<file path="config.mk">
export PLATFORM = sky130hd
export DESIGN_NAME = rate_controller
export DESIGN_NICKNAME = d
export VERILOG_FILES = /design/src/rtl/rate_ctrl_pkg.sv /design/src/rtl/rate_controller_tick_counter.sv /design/src/rtl/rate_controller.sv
export SDC_FILE = /design/constraint.sdc
export NUM_CORES = 1
export LEC_CHECK = 0
export BUFFER_PORTS_ARGS = -buffer_cell sky130_fd_sc_hd__buf_2
export CAP_MARGIN = 20
export CORE_ASPECT_RATIO = 2
export CORE_MARGIN = 2
export CORE_UTILIZATION = 44
export DETAILED_ROUTE_END_ITERATION = 10
export PLACE_DENSITY = 0.7
export SLEW_MARGIN = 15
export SYNTH_ARGS = -nofsm -noshare
export SYNTH_HDL_FRONTEND = slang
export SYNTH_HIERARCHICAL = 1
export SYNTH_SLANG_ARGS = --single-unit
</file>
<file path="constraint.sdc">
create_clock -name clock_in -period 8.7 [get_ports clock_in]
set_input_delay 0 -clock clock_in [delete_from_list [all_inputs] [get_ports clock_in]]
set_output_delay 0 -clock clock_in [all_outputs]
set_load 0.02 [all_outputs]
</file>
<file path="src/rtl/rate_ctrl_pkg.sv">
// Shared types and default parameters for the rate_controller tick generator.
package rate_ctrl_pkg;

  localparam int CNT_W_DEF       = 23;
  localparam int DEFAULT_DIV_DEF = 2500000;

  typedef enum logic [1:0] {
    IDLE = 2'd0,
    RUN  = 2'd1,
    STEP = 2'd2
  } state_e;

endpackage

</file>
<file path="src/rtl/rate_controller_tick_counter.sv">
// Divider counter: counts enabled cycles and flags the wrap when the count reaches div-1.
module tick_counter #(
  parameter int CNT_W = rate_ctrl_pkg::CNT_W_DEF
) (
  input  logic             clock_in,
  input  logic             reset,
  input  logic             enable,
  input  logic             clear,
  input  logic [CNT_W-1:0] div,
  output logic             wrap
);

  localparam logic [CNT_W-1:0] ONE  = {{(CNT_W-1){1'b0}}, 1'b1};
  localparam logic [CNT_W-1:0] ZERO = {CNT_W{1'b0}};

  logic [CNT_W-1:0] cnt_r;

  assign wrap = enable && (cnt_r == (div - ONE));

  // Count register; clear wins over enable so an exit to IDLE always restarts from 0.
  always_ff @(posedge clock_in) begin
    if (reset) begin
      cnt_r <= ZERO;
    end else if (clear) begin
      cnt_r <= ZERO;
    end else if (enable) begin
      cnt_r <= wrap ? ZERO : (cnt_r + ONE);
    end else begin
      cnt_r <= cnt_r;
    end
  end

endmodule

</file>
<file path="src/rtl/rate_controller.sv">
// Programmable tick generator with run/step control and deferred divide-value loads.
// Optional square-wave output clock_out is enabled by defining RATE_CTRL_CLKOUT_EN.
module rate_controller
  import rate_ctrl_pkg::*;
#(
  parameter int CNT_W       = CNT_W_DEF,
  parameter int DEFAULT_DIV = DEFAULT_DIV_DEF
) (
  input  logic             clock_in,
  input  logic             reset,
  input  logic             start,
  input  logic             stop,
  input  logic             step,
  input  logic             load_valid,
  input  logic [CNT_W-1:0] load_value,
  output logic             load_ready,
  output logic             tick,
  output logic             running,
  output logic [15:0]      tick_count
`ifdef RATE_CTRL_CLKOUT_EN
  ,
  output logic             clock_out
`endif
);

  localparam logic [CNT_W-1:0] ONE      = {{(CNT_W-1){1'b0}}, 1'b1};
  localparam logic [CNT_W-1:0] ZERO     = {CNT_W{1'b0}};
  localparam logic [CNT_W-1:0] DIV_INIT = CNT_W'(DEFAULT_DIV);

  state_e           state_r;
  state_e           state_next_s;
  logic [CNT_W-1:0] div_r;
  logic [CNT_W-1:0] div_next_s;
  logic             pend_r;
  logic             pend_next_s;
  logic [CNT_W-1:0] pend_val_r;
  logic [CNT_W-1:0] pend_val_next_s;
  logic             tick_r;
  logic             running_r;
  logic             load_ready_r;
  logic [15:0]      tick_count_r;
  logic             enable_s;
  logic             clear_s;
  logic             wrap_s;
  logic             tick_next_s;
  logic             accept_s;
  logic [CNT_W-1:0] load_clamped_s;

  // Next-state logic; a step leaves STEP in the cycle its tick is visible.
  always_comb begin
    state_next_s = state_r;
    case (state_r)
      IDLE: begin
        if (stop) begin
          state_next_s = IDLE;
        end else if (start) begin
          state_next_s = RUN;
        end else if (step) begin
          state_next_s = STEP;
        end else begin
          state_next_s = IDLE;
        end
      end
      RUN: begin
        if (stop) begin
          state_next_s = IDLE;
        end else begin
          state_next_s = RUN;
        end
      end
      STEP: begin
        if (stop || tick_r) begin
          state_next_s = IDLE;
        end else begin
          state_next_s = STEP;
        end
      end
      default: state_next_s = IDLE;
    endcase
  end

  assign enable_s       = (state_r == RUN) || ((state_r == STEP) && !tick_r);
  assign clear_s        = (state_next_s == IDLE);
  assign tick_next_s    = wrap_s && (state_next_s != IDLE);
  assign accept_s       = load_valid && load_ready_r;
  assign load_clamped_s = (load_value == ZERO) ? ONE : load_value;

  tick_counter #(
    .CNT_W (CNT_W)
  ) u_tick_counter (
    .clock_in (clock_in),
    .reset    (reset),
    .enable   (enable_s),
    .clear    (clear_s),
    .div      (div_r),
    .wrap     (wrap_s)
  );

  // Load path: direct write when idle or leaving, otherwise park until the wrap.
  always_comb begin
    div_next_s      = div_r;
    pend_next_s     = pend_r;
    pend_val_next_s = pend_val_r;
    if (accept_s) begin
      if ((state_r == IDLE) || (state_next_s == IDLE)) begin
        div_next_s = load_clamped_s;
      end else begin
        pend_next_s     = 1'b1;
        pend_val_next_s = load_clamped_s;
      end
    end else if (pend_r && (wrap_s || (state_next_s == IDLE))) begin
      div_next_s  = pend_val_r;
      pend_next_s = 1'b0;
    end else begin
      div_next_s = div_r;
    end
  end

  // State and registered outputs.
  always_ff @(posedge clock_in) begin
    if (reset) begin
      state_r      <= IDLE;
      div_r        <= DIV_INIT;
      pend_r       <= 1'b0;
      pend_val_r   <= ZERO;
      tick_r       <= 1'b0;
      running_r    <= 1'b0;
      load_ready_r <= 1'b1;
      tick_count_r <= 16'd0;
    end else begin
      state_r      <= state_next_s;
      div_r        <= div_next_s;
      pend_r       <= pend_next_s;
      pend_val_r   <= pend_val_next_s;
      tick_r       <= tick_next_s;
      running_r    <= (state_next_s != IDLE);
      load_ready_r <= !pend_next_s;
      tick_count_r <= tick_next_s ? (tick_count_r + 16'd1) : tick_count_r;
    end
  end

  assign tick       = tick_r;
  assign running    = running_r;
  assign load_ready = load_ready_r;
  assign tick_count = tick_count_r;

`ifdef RATE_CTRL_CLKOUT_EN
  logic clock_out_r;

  // Square wave: one toggle per tick, aligned with the tick pulse.
  always_ff @(posedge clock_in) begin
    if (reset) begin
      clock_out_r <= 1'b0;
    end else if (tick_next_s) begin
      clock_out_r <= ~clock_out_r;
    end else begin
      clock_out_r <= clock_out_r;
    end
  end

  assign clock_out = clock_out_r;
`endif

endmodule
</file>
Word level (Yosys, flattened, before mapping). Cells that the tools add are included.

Register bits: 91. Input bits: 29. Output and inout port bits: 19. Word-level logic and storage cells: 50.

Add/sub/neg operators: 3. Equality and inequality tests: 4. Mux-type cells: 14. Bitwise logic cells: 1. Reductions and logical operators: 19.

Operator list (number): 2-to-1 mux 23 bit (5); adder 23 x 1 -> 23 bit (second input constant) (1); equality test 23 bit (1); logical NOT 23 bit (1); subtractor 23 x 1 -> 23 bit (second input constant) (1); adder 16 x 1 -> 16 bit (second input constant) (1); 2-to-1 mux 2 bit (4); one-hot mux 2 bit (3 select lines) (1); logical AND 1 bit (5); logical NOT 2 bit (2); logical OR 1 bit (4); 2-to-1 mux 1 bit (4); AND reduction 2 bit (2); nonzero test 2 bit (2); equality test 2 x 1 -> 1 bit (second input constant) (1); equality test 2 bit (second input constant) (1); logical NOT 1 bit (2); inequality test 2 x 1 -> 1 bit (second input constant) (1); OR reduction 2 bit (1); NOT 1 bit (1).

Depth between registers and ports, before layout. Gate-level depths: netlist of run 1.

Depth in word-level cells: 10. Depth in mapped cells: 15. Gate-level depth less buffers: 12.

Cells and area by module. The synthesis of run 1 kept the hierarchy.

By module, submodules not included: rate_controller (times used 1, cells each 346, area each 3042.9 um^2, seq. area each 1361.3 um^2); tick_counter (times used 1, cells each 231, area each 2019.4 um^2, seq. area each 460.4 um^2).

Least setup slack after synthesis of run 1. Ideal clock, no wire load.

Kind: register to register. From: register div_r[2]. To: register tick_count_r[9] (netlist: tick_count[9]). Setup time: 0.070 ns. Data arrival time: 3.446 ns. Required time: 8.630 ns. Path slack: 5.184 ns. Cell stages (with the launch flop): 12. Cell sequence: dfxtp_1 > or4_4 > nor3_4 > mux2i_1 > o31ai_4 > a2111oi_2 > and4_4 > buf_6 > and4b_1 > nand3_1 > or4b_2 > a21oi_1.

Cells in the longest elaborated chain, start to end: 4.

Ends and longest elaborated chain: from (decl) (RTL line rate_controller.sv:32) `logic [CNT_W-1:0] div_r;`; from (signal assigned) (RTL line rate_controller.sv:132) `div_r <= div_next_s;`; subtractor 23 x 1 -> 23 bit (RTL line rate_controller_tick_counter.sv:18) `assign wrap = enable && (cnt_r == (div - ONE));`; equality test 23 bit (RTL line rate_controller_tick_counter.sv:18); logical AND 1 bit (RTL line rate_controller_tick_counter.sv:18); net wrap_s (RTL line rate_controller.sv:44) `logic wrap_s;`; logical AND 1 bit (RTL line rate_controller.sv:84) `assign tick_next_s = wrap_s && (state_next_s != IDLE);`; to (signal assigned) (RTL line rate_controller.sv:138) `tick_count_r <= tick_next_s ? (tick_count_r + 16'd1) : tick_count_r;`; to (decl) (RTL line rate_controller.sv:41) `logic [15:0] tick_count_r;`.

The timed path passes the listed nets, and every way through them passes these cells. A chain may end at the register's enable or synchronous reset.

Worst setup path after layout of run 1. Ends and elaborated chain as after synthesis.

==> results of run 1 <==
cells in the mapped netlist, drive strengths merged (3+ instances only):
cell type   n  area (sq um)
and3       11         68.82
nor3b       6         50.05
xor2       28         245.2
or4         9         78.82
dfxtp      91          1822
and4b       3         30.03
nor4b       5         50.04
nor4       23         156.4
buf        15         96.34
mux2i      17         170.2
mux2       10         112.6
xnor2      24         210.2
or3         8         50.05
nand3      13         65.06
and4        8         72.57
o211ai      4         30.03
nor3       27         246.5
nor2b       3         18.77
nor2       32         120.1
a21oi      62         310.3
nand3b      3         22.52
o31ai       6         58.81
or2         3         18.77
clkbuf     21         78.83
ha          3         37.54
nand2      65         251.5
a211oi      3         22.52
o21ai       9         48.80
inv         7         26.28
a311oi     15         131.4
nand4      14         87.58
nand2b      5         31.28
power by group through the flow:
stage               Clock (mW)  Sequential [mW]  Combinational [mW]
floorplan                    0            0.452              0.0843
global placement             0            0.456               0.107
detailed placement           0            0.458               0.110
CTS                      0.374            0.448               0.120
global route             0.392            0.450               0.132
finish                   0.365            0.448               0.121
through the flow:
step | total power [mW] | utilization (%) | setup slack [ns]
finish | 0.9336 | 52.15 | 4.623
global route | 0.9742 | 52.15 | 4.358
CTS | 0.9412 | 52.15 | 4.738
detailed placement | 0.5673 | 47.31 | 4.753
global placement | 0.5638 | 47.31 | 4.850
floorplan | 0.5362 | - | 5.184
registers in the layout, indices dropped and copies added (netlist names):
signal and flops:
div_r 23, load_ready 1, pend_r 1, pend_val_r 23, running 1, state_r 2
tick 1, tick_count 16, u_tick_counter/cnt_r 23
final cells by class:
class / count / share of cell area [%]
sequential: 91 / 30.95
inverter: 7 / 0.4464
multi-input combinational: 443 / 51.79
clock buffer: 9 / 3.827
tap: 142 / 3.019
timing repair buffer: 78 / 9.099
clock inverter: 7 / 0.8716
routing by layer:
metal	vias up	GRT usage [%]
li1	2233	-
met1	2128	22.89
met2	84	37.13
met3	27	2.662
met4	0	8.152
met5	-	0
cell families (layout without fill, tap and decap cells):
group | count (synthesis) | after routing | synth area share (%)
buffers and inverters | 43 | 101 | 3.979
DFF | 91 | 91 | 35.99
muxes | 27 | 27 | 5.586
and+or+nand+nor | 245 | 245 | 29.46
xor gates and xnor gates | 52 | 52 | 8.997
adders and majority gates | 3 | 3 | 0.7416
AOI/OAI and AO/OA | 116 | 116 | 15.25
path summary, 6_finish.rpt:
| kind | slack (ns) | from | to | depth (start not counted) |
|---|---|---|---|---|
| setup / recovery | 4.62 | div_r[2] | tick_count[9] | 10 |
| hold / removal | 0.04 | stop | running | 2 |
| setup reg to reg | 4.62 | div_r[2] | tick_count[9] | 10 |
| hold reg to reg | 0.45 | pend_val_r[10] | pend_val_r[10] | 2 |
==> flow_summary.json, run 1 <==
{
  "rsz0062_at_grt": "no",
  "crit_chain": "nor4_2 -> a21boi_1 -> nor4b_1 -> a311oi_1 -> a2111oi_2 -> and4_4 -> and4b_1 -> nand3_1 -> or4b_2 -> a21oi_1",
  "critical-path-slowest-cell": "or4b_2",
  "clk_path_buf_depth": 2,
  "intPower_uw": 678.4,
  "std_cell_rows": 55,
  "hold_buffers": 27,
  "drc": 0,
  "netlist_instances": 577,
  "cts_setup_buffers": 0,
  "layout_commonest_cell": "dfxtp_1",
  "fin_hold_ws_ns": 0.03854,
  "p_seq_share_pct": 48.0,
  "grt_max_degree": 80,
  "fmax_ghz": 0.2453,
  "antenna_cells": 0,
  "cp.required_ns": 8.97,
  "first_pass_iters": 4,
  "nets": 662,
  "io_pins": 48,
  "core_area_sq_um": 11290,
  "synth_warnings": 6,
  "cts_resized": 0,
  "switching_share_pct": 27.33,
  "avgSynthCellArea_sq_um": 8.774,
  "grt_first_pass_wirelength_microns": 20440,
  "tns_ns": 0,
  "peakVddDrop_mv": 0.1357,
  "cp_num_buf_inv": 0,
  "setup_viol": 0,
  "first_global_vias": 4297,
  "ys_seq_area_share_pct": 35.99,
  "place_congestion": 0.9107,
  "synthArstFlopShare_pct": 0,
  "p_switching_uw": 255.2,
  "multi_input_area_sq_um": 3048,
  "cts_buffers": 9,
  "final_cell_mix": "dfxtp_1, nand2_1, a21oi_1",
  "drv_slew": 0,
  "synth_ff_type": "dfxtp_1",
  "power.share.clock_pct": 39.0,
  "max-slew-margin-rel_pct": 35.39,
  "synth_fp_nets": 609,
  "areaGrowthSynthToFinish_pct": 16.26,
  "fillers": 1036,
  "hpwl_microns": 8419,
  "crit_type": "reg -> reg",
  "combinationalPowerShare_pct": 13.0,
  "die_y_microns": 155.7,
  "drive_above_1_share_pct": 18.58,
  "wl_met2_microns": 6670,
  "status": "complete, no violations",
  "cts_root_buffer": "clkbuf_16",
  "timing.final.crit_share_pct": 46.87,
  "wl_microns": 12140,
  "port_buffers": 47,
  "layout.cells.non_filler": 777,
  "netlist_area_sq_um": 5062,
  "grt-ovfl-total": 0,
  "post_drt_wl_per_cell_microns": 15.63,
  "htree_levels": 3,
  "path_max_fanout": 27,
  "dpl_cell_area_sq_um": 5339,
  "finalHoldViolCount": 0,
  "layout_min_cycle_time_ns": 4.077,
  "met3_length_microns": 283,
  "die_w_microns": 79.85,
  "arrival_ns": 4.35,
  "crit_path_start_kind": "flop",
  "power_leakage_nw": 2.149,
  "path_clk_slew_ns": 0.07,
  "clk_latency_ns": 0.34,
  "register_area_sq_um": 1822,
  "cts.sinks": 91,
  "dpl.cell_count": 734,
  "drv_cap": 0,
  "antenna_found_initial": 0,
  "tightest_slew_ns": 0.9603,
  "critPathTopFamily": "simple AND/OR/NAND/NOR gates",
  "drtAntennaViolNets": 0,
  "synth_edf_count": 0,
  "cpPeakStageDelay_ns": 0.67,
  "top_layer": "met4",
  "grt_usage_pct": 20.18,
  "routedLengthMet1_microns": 4861,
  "via_count": 4472,
  "final_area_sq_um": 5886,
  "start_util_pct": 44.86,
  "ys_ff_latch": 91,
  "die_area_sq_um": 12430,
  "ys_types": 64,
  "p_per_area_nw_per_um2": 158.6,
  "hold_class": "in -> reg",
  "viasPerCell": 5.755,
  "first_iter_violations": 193,
  "cts_tree": "built",
  "cp-end-kind": "flop",
  "fin_skew_ns": 0.008495
}
Note: power is estimated with default switching activity, not from simulation.
==> inputs of run 2 (changes only) <==
--- a/config.mk
+++ b/config.mk
@@ -11,7 +11,7 @@
 export CORE_MARGIN = 2
 export CORE_UTILIZATION = 44
 export DETAILED_ROUTE_END_ITERATION = 10
-export PLACE_DENSITY = 0.7
+export PLACE_DENSITY = 0.73
 export SLEW_MARGIN = 15
 export SYNTH_ARGS = -nofsm -noshare
 export SYNTH_HDL_FRONTEND = slang
==> constraint.sdc (replaced) <==
create_clock -name clock_in -period 3.38 [get_ports clock_in]
set_input_delay 0 -clock clock_in [delete_from_list [all_inputs] [get_ports clock_in]]
set_output_delay 0 -clock clock_in [all_outputs]
set_load 0.02 [all_outputs]
==> flow_summary.json, run 2 (same netlist as run 1, synthesis figures left out) <==
{
  "violations": "negative setup slack",
  "areaGrowthSynthToFinish_pct": 24.42,
  "crit_type": "reg -> reg",
  "port_buffers": 47,
  "cp.required_ns": 3.65,
  "setup_viol": 6,
  "power_leakage_nw": 2.336,
  "first_iter_violations": 312,
  "switching_share_pct": 26.00,
  "first_global_vias": 4650,
  "arrival_ns": 3.71,
  "grt_first_pass_wirelength_microns": 21860,
  "via_count": 4631,
  "start_util_pct": 44.86,
  "core_area_sq_um": 11290,
  "p_switching_uw": 663.5,
  "timing.final.crit_share_pct": 101.7,
  "p_seq_share_pct": 44.9,
  "crit_top_cell": "or4_4",
  "drtAntennaViolNets": 0,
  "power.share.clock_pct": 40.4,
  "fin_total_pwr_mw": 2.552,
  "antenna_cells": 0,
  "cts_tree": "built",
  "cts_root_buffer": "clkbuf_16",
  "viasPerCell": 5.767,
  "htree_levels": 3,
  "status": "finished with violations",
  "drc": 0,
  "peakVddDrop_mv": 0.3389,
  "max-slew-margin-rel_pct": 46.52,
  "clk_path_buf_depth": 2,
  "finalHoldViolCount": 0,
  "std_cell_rows": 55,
  "rsz0062_at_grt": "yes",
  "fin_skew_ns": 0.005372,
  "p_per_area_nw_per_um2": 405.2,
  "drv_cap": 0,
  "final_cell_mix": "dfxtp_1, nand2_1, a21oi_1",
  "antenna_found_initial": 0,
  "io_pins": 48,
  "combinationalPowerShare_pct": 14.7,
  "crit_chain": "or4_4 -> nor3_4 -> mux2i_2 -> o31ai_4 -> a2111oi_4 -> and4_4 -> nand2_1 -> or4_4 -> buf_6 -> or3_4 -> a21oi_2",
  "cts_buffers": 9,
  "place_congestion": 0.9225,
  "cpPeakStageDelay_ns": 0.57,
  "path_max_fanout": 12,
  "path_clk_slew_ns": 0.06,
  "grt_usage_pct": 21.80,
  "tightest_slew_ns": 0.8010,
  "reg_top3": "div_r (23), pend_val_r (23), u_tick_counter/cnt_r (23)",
  "die_y_microns": 155.7,
  "crit_path_start_kind": "flop",
  "cts.sinks": 91,
  "critical-path-slowest-cell": "or4_4",
  "wl_microns": 13410,
  "first_pass_iters": 4,
  "dpl_cell_area_sq_um": 5518,
  "drive_above_1_share_pct": 25.26,
  "fin_hold_ws_ns": 0.01840,
  "fin_ws_ns": -0.05579,
  "final_area_sq_um": 6299,
  "hpwl_microns": 8991,
  "post_drt_wl_per_cell_microns": 16.70,
  "layout_min_cycle_time_ns": 3.436,
  "layout_commonest_cell": "dfxtp_1",
  "nets": 689,
  "drv_slew": 0,
  "grt_max_degree": 65,
  "grt-ovfl-total": 0,
  "clk_latency_ns": 0.34,
  "cp-end-kind": "flop",
  "die_w_microns": 79.85,
  "final_core_utilization_pct": 55.81,
  "hold_class": "in -> reg",
  "intPower_mw": 1.889,
  "die_area_sq_um": 12430,
  "fmax_ghz": 0.2911,
  "tns_ns": -0.2439
}
==> run 2: worst paths after layout <==
kind / startpoint / end / slack, ns / cells past startpoint
hold / removal: reset / tick_count[0] / 0.02 / 2
setup reg to reg: div_r[4] / tick_count[12] / -0.06 / 11
setup / recovery: div_r[4] / tick_count[12] / -0.06 / 11
hold reg to reg: pend_val_r[3] / pend_val_r[3] / 0.45 / 2
==> run 2: layout make-up <==
class	instances	area (sq um)
clock buffers	12	256.5
repair buffers	105	777.0
well taps	142	177.7
fillers	991	4987
flip-flops and latches	91	1823
multi-input cells	443	3192
clock inverters	3	46.29
inverters	7	26.28
==> run 2: worst max-delay path, delay by kind of cell (launching register included) <==
family | cells | cell delay, ns
and+or+nand+nor | 6 | 2.03
buffers and inverters | 1 | 0.17
AOI/OAI and AO/OA | 3 | 0.55
muxes | 1 | 0.30
DFF | 1 | 0.32
==> run 2: per-layer routing <==
layer / vias to the layer above / track usage (%) / wire length (microns)
li1: 2278 / - / -
met1: 2212 / 23.60 / 5125
met2: 99 / 40.06 / 7409
met3: 42 / 3.993 / 326
met4: 0 / 9.847 / 548
met5: - / 0 / 0
==> run 2: power by group through the flow <==
stage | Clock (mW) | Sequential (mW) | Combinational [mW]
finish | 1.03 | 1.14 | 0.375
global route | 1.09 | 1.15 | 0.407
CTS | 1.05 | 1.14 | 0.349
detailed placement | 0 | 1.16 | 0.323
global placement | 0 | 1.16 | 0.315
floorplan | 0 | 1.16 | 0.217
==> run 2: timing repair <==
action	in CTS	in global routing
pin swaps	1	12
gates cloned	0	1
endpoints found under the setup margin	7	34
buffers inserted	1	5
hold buffers	26	0
endpoints found under the hold margin	25	0
resized for setup	1	30
==> run 2: per-stage QoR <==
step | std cells | setup WS [ns]
3_5_place_dp | 755 | 0.05182
2_1_floorplan | 577 | -0.02116
5_1_grt | 803 | -0.1750
3_3_place_gp | 755 | 0.1602
4_1_cts | 797 | -0.002067
6_report | 803 | -0.05579
==> inputs of run 3 (changes only) <==
--- a/config.mk
+++ b/config.mk
@@ -15,5 +15,4 @@
 export SLEW_MARGIN = 15
 export SYNTH_ARGS = -nofsm -noshare
 export SYNTH_HDL_FRONTEND = slang
-export SYNTH_HIERARCHICAL = 1
 export SYNTH_SLANG_ARGS = --single-unit
==> flow_summary.json, run 3 <==
{
  "status": "complete, no violations",
  "synthArstFlopShare_pct": 0,
  "synth.most_common_cell": "dfxtp_1",
  "first_iter_violations": 386,
  "cts_buffers": 9,
  "rrSetupSlack_ns": 0.27,
  "die_y_microns": 154.3,
  "port_buffers": 47,
  "grt_first_pass_wirelength_microns": 22020,
  "crit_type": "reg -> reg",
  "synth_top_family_by_area": "simple AND/OR/NAND/NOR gates",
  "ys_ff_latch": 91,
  "die_area_sq_um": 12220,
  "post_drt_wl_per_cell_microns": 16.10,
  "viasPerCell": 5.747,
  "grt-ovfl-total": 0,
  "max-slew-margin-rel_pct": 54.62,
  "core_area_sq_um": 11150,
  "drc": 0,
  "areaGrowthSynthToFinish_pct": 18.45,
  "synth_fa_ha_area_share_pct": 0.7551,
  "ys_seq_area_share_pct": 36.65,
  "fillers": 1051,
  "synth_top_area_share_pct": 36.65,
  "fmax_ghz": 0.3212,
  "synth_warnings": 0,
  "final_cell_mix": "dfxtp_1, nand2_1, nor2_1",
  "layout_commonest_cell": "dfxtp_1",
  "layout_min_cycle_time_ns": 3.114,
  "reg_top3": "div_r (23), pend_val_r (23), u_tick_counter.cnt_r (23)",
  "grt_usage_pct": 22.60,
  "layout.cells.non_filler": 826,
  "synth_edf_count": 0,
  "path_clk_slew_ns": 0.07,
  "final_area_sq_um": 5888,
  "setup_viol": 0,
  "dpl_cell_area_sq_um": 5340,
  "dpl.cell_count": 787,
  "multi_input_area_sq_um": 2937,
  "synth_xor_area_share_pct": 9.439,
  "place_congestion": 0.9394,
  "tns_ns": 0,
  "nets": 711,
  "drv_slew": 0,
  "drv_cap": 0,
  "io_pins": 48,
  "die_w_microns": 79.16,
  "wl_microns": 13300,
  "yosys.area.top_type": "dfxtp_1",
  "hold_class": "in -> reg",
  "antenna_found_initial": 0,
  "setup.worst_path.start": "div_r[0]",
  "power_leakage_nw": 2.193,
  "start_util_pct": 44.59,
  "synth-compound-area-share_pct": 14.50,
  "avgSynthCellArea_sq_um": 8.005,
  "synth_commonest_cells": "dfxtp_1, nand2_1, nor2_1",
  "finalHoldViolCount": 0,
  "fin_hold_ws_ns": 0.1117,
  "clk_latency_ns": 0.35,
  "tightest_slew_ns": 0.6807,
  "antenna_cells": 0,
  "cp.required_ns": 3.65,
  "rsz0062_at_grt": "no",
  "cts_resized": 0,
  "reg2reg_to": "tick_count[15]",
  "cts_root_buffer": "clkbuf_16",
  "first_global_vias": 4520,
  "cts.sinks": 91,
  "clk_path_buf_depth": 2,
  "peakVddDrop_mv": 0.4306,
  "reg2reg_depth": 10,
  "p_per_area_nw_per_um2": 430.6,
  "synthSimpleGateAreaFrac_pct": 31.69,
  "cp-end-kind": "flop",
  "fin_skew_ns": 0.009525,
  "timing.final.crit_share_pct": 92.12,
  "std_cell_rows": 55,
  "grt_max_degree": 50,
  "arrival_ns": 3.38,
  "synthMuxAreaShare_pct": 2.592,
  "setup.worst_path.end": "tick_count[15]",
  "hpwl_microns": 9186,
  "synth_ff_type": "dfxtp_1",
  "crit_path_start_kind": "flop",
  "netlist_area_sq_um": 4971,
  "via_count": 4747,
  "cts_tree": "built",
  "ys_types": 56,
  "path_max_fanout": 10,
  "register_area_sq_um": 1822,
  "synth_fp_nets": 653,
  "first_pass_iters": 5,
  "rr_startpoint": "div_r[0]",
  "drtAntennaViolNets": 0,
  "netlist_instances": 621,
  "synth_top_cells_by_area": "dfxtp_1, nand2_1, nor2_1",
  "htree_levels": 3,
  "drive_above_1_share_pct": 15.06
}
-- run 3: how the worst min path moves through the flow --
stage / from / endpoint / cells past startpoint
after floorplan: reset / state_r[1] / 1
after global placement: load_value[17] / pend_val_r[17] / 3
after detailed placement: load_value[17] / pend_val_r[17] / 3
after CTS: load_value[0] / pend_val_r[0] / 3
after global routing: load_value[0] / pend_val_r[0] / 3
final: load_value[0] / pend_val_r[0] / 3
-- run 3: timing repair --
| item | 4_1_cts | 5_1_grt |
|---|---|---|
| hold buffers | 22 | 0 |
| setup buffers | 0 | 1 |
| hold endpoints to repair | 36 | 0 |
| setup endpoints to repair | 0 | 9 |
-- run 3: metrics by stage --
step / util, % / total power [mW] / worst slack (ns)
4_1_cts: 52.75 / 2.554 / 0.2523
3_3_place_gp: 47.90 / 1.449 / 0.3983
6_report: 52.82 / 2.535 / 0.2664
3_5_place_dp: 47.90 / 1.454 / 0.2764
5_1_grt: 52.82 / 2.642 / 0.01073
2_1_floorplan: - / 1.364 / 0.2008
-- run 3: kinds of logic after synthesis --
| kind of cell | count (synthesis) |
|---|---|
| compound gates | 105 |
| xor+xnor | 52 |
| fa+ha+maj | 3 |
| buf+inv | 50 |
| flops | 91 |
| mux | 12 |
| simple gates | 308 |
-- run 3: layout make-up --
| class | instances | share of cell area [%] |
|---|---|---|
| clock inverters | 4 | 1.254 |
| repair buffers | 88 | 10.16 |
| clock buffers | 12 | 4.186 |
| well taps | 142 | 3.017 |
| flip-flops and latches | 91 | 30.94 |
| multi-input cells | 480 | 49.87 |
| inverters | 9 | 0.5737 |
-- run 3: routing by layer --
metal | up-vias | GRT usage [%] | wire length [microns]
li1 | 2328 | - | -
met1 | 2223 | 27.87 | 5575
met2 | 164 | 38.14 | 6555
met3 | 32 | 4.376 | 750
met4 | 0 | 9.113 | 413
met5 | - | 0 | 0
-- run 3: power breakdown --
part | switching [mW] | internal (mW)
clock network | 0.409 | 0.669
logic | 0.174 | 0.129
registers | 0.0513 | 1.10
-- run 3: worst max-delay path, stage by stage (launching register included) --
cell and delay, ns:
dfxtp_1 0.31, inv_1 0.06, ha_1 0.25, nor4b_2 0.27
nand2_1 0.19, or4b_4 0.53, a211oi_1 0.27, and4_4 0.31
nand4_4 0.16, or4_1 0.53, a21oi_1 0.17
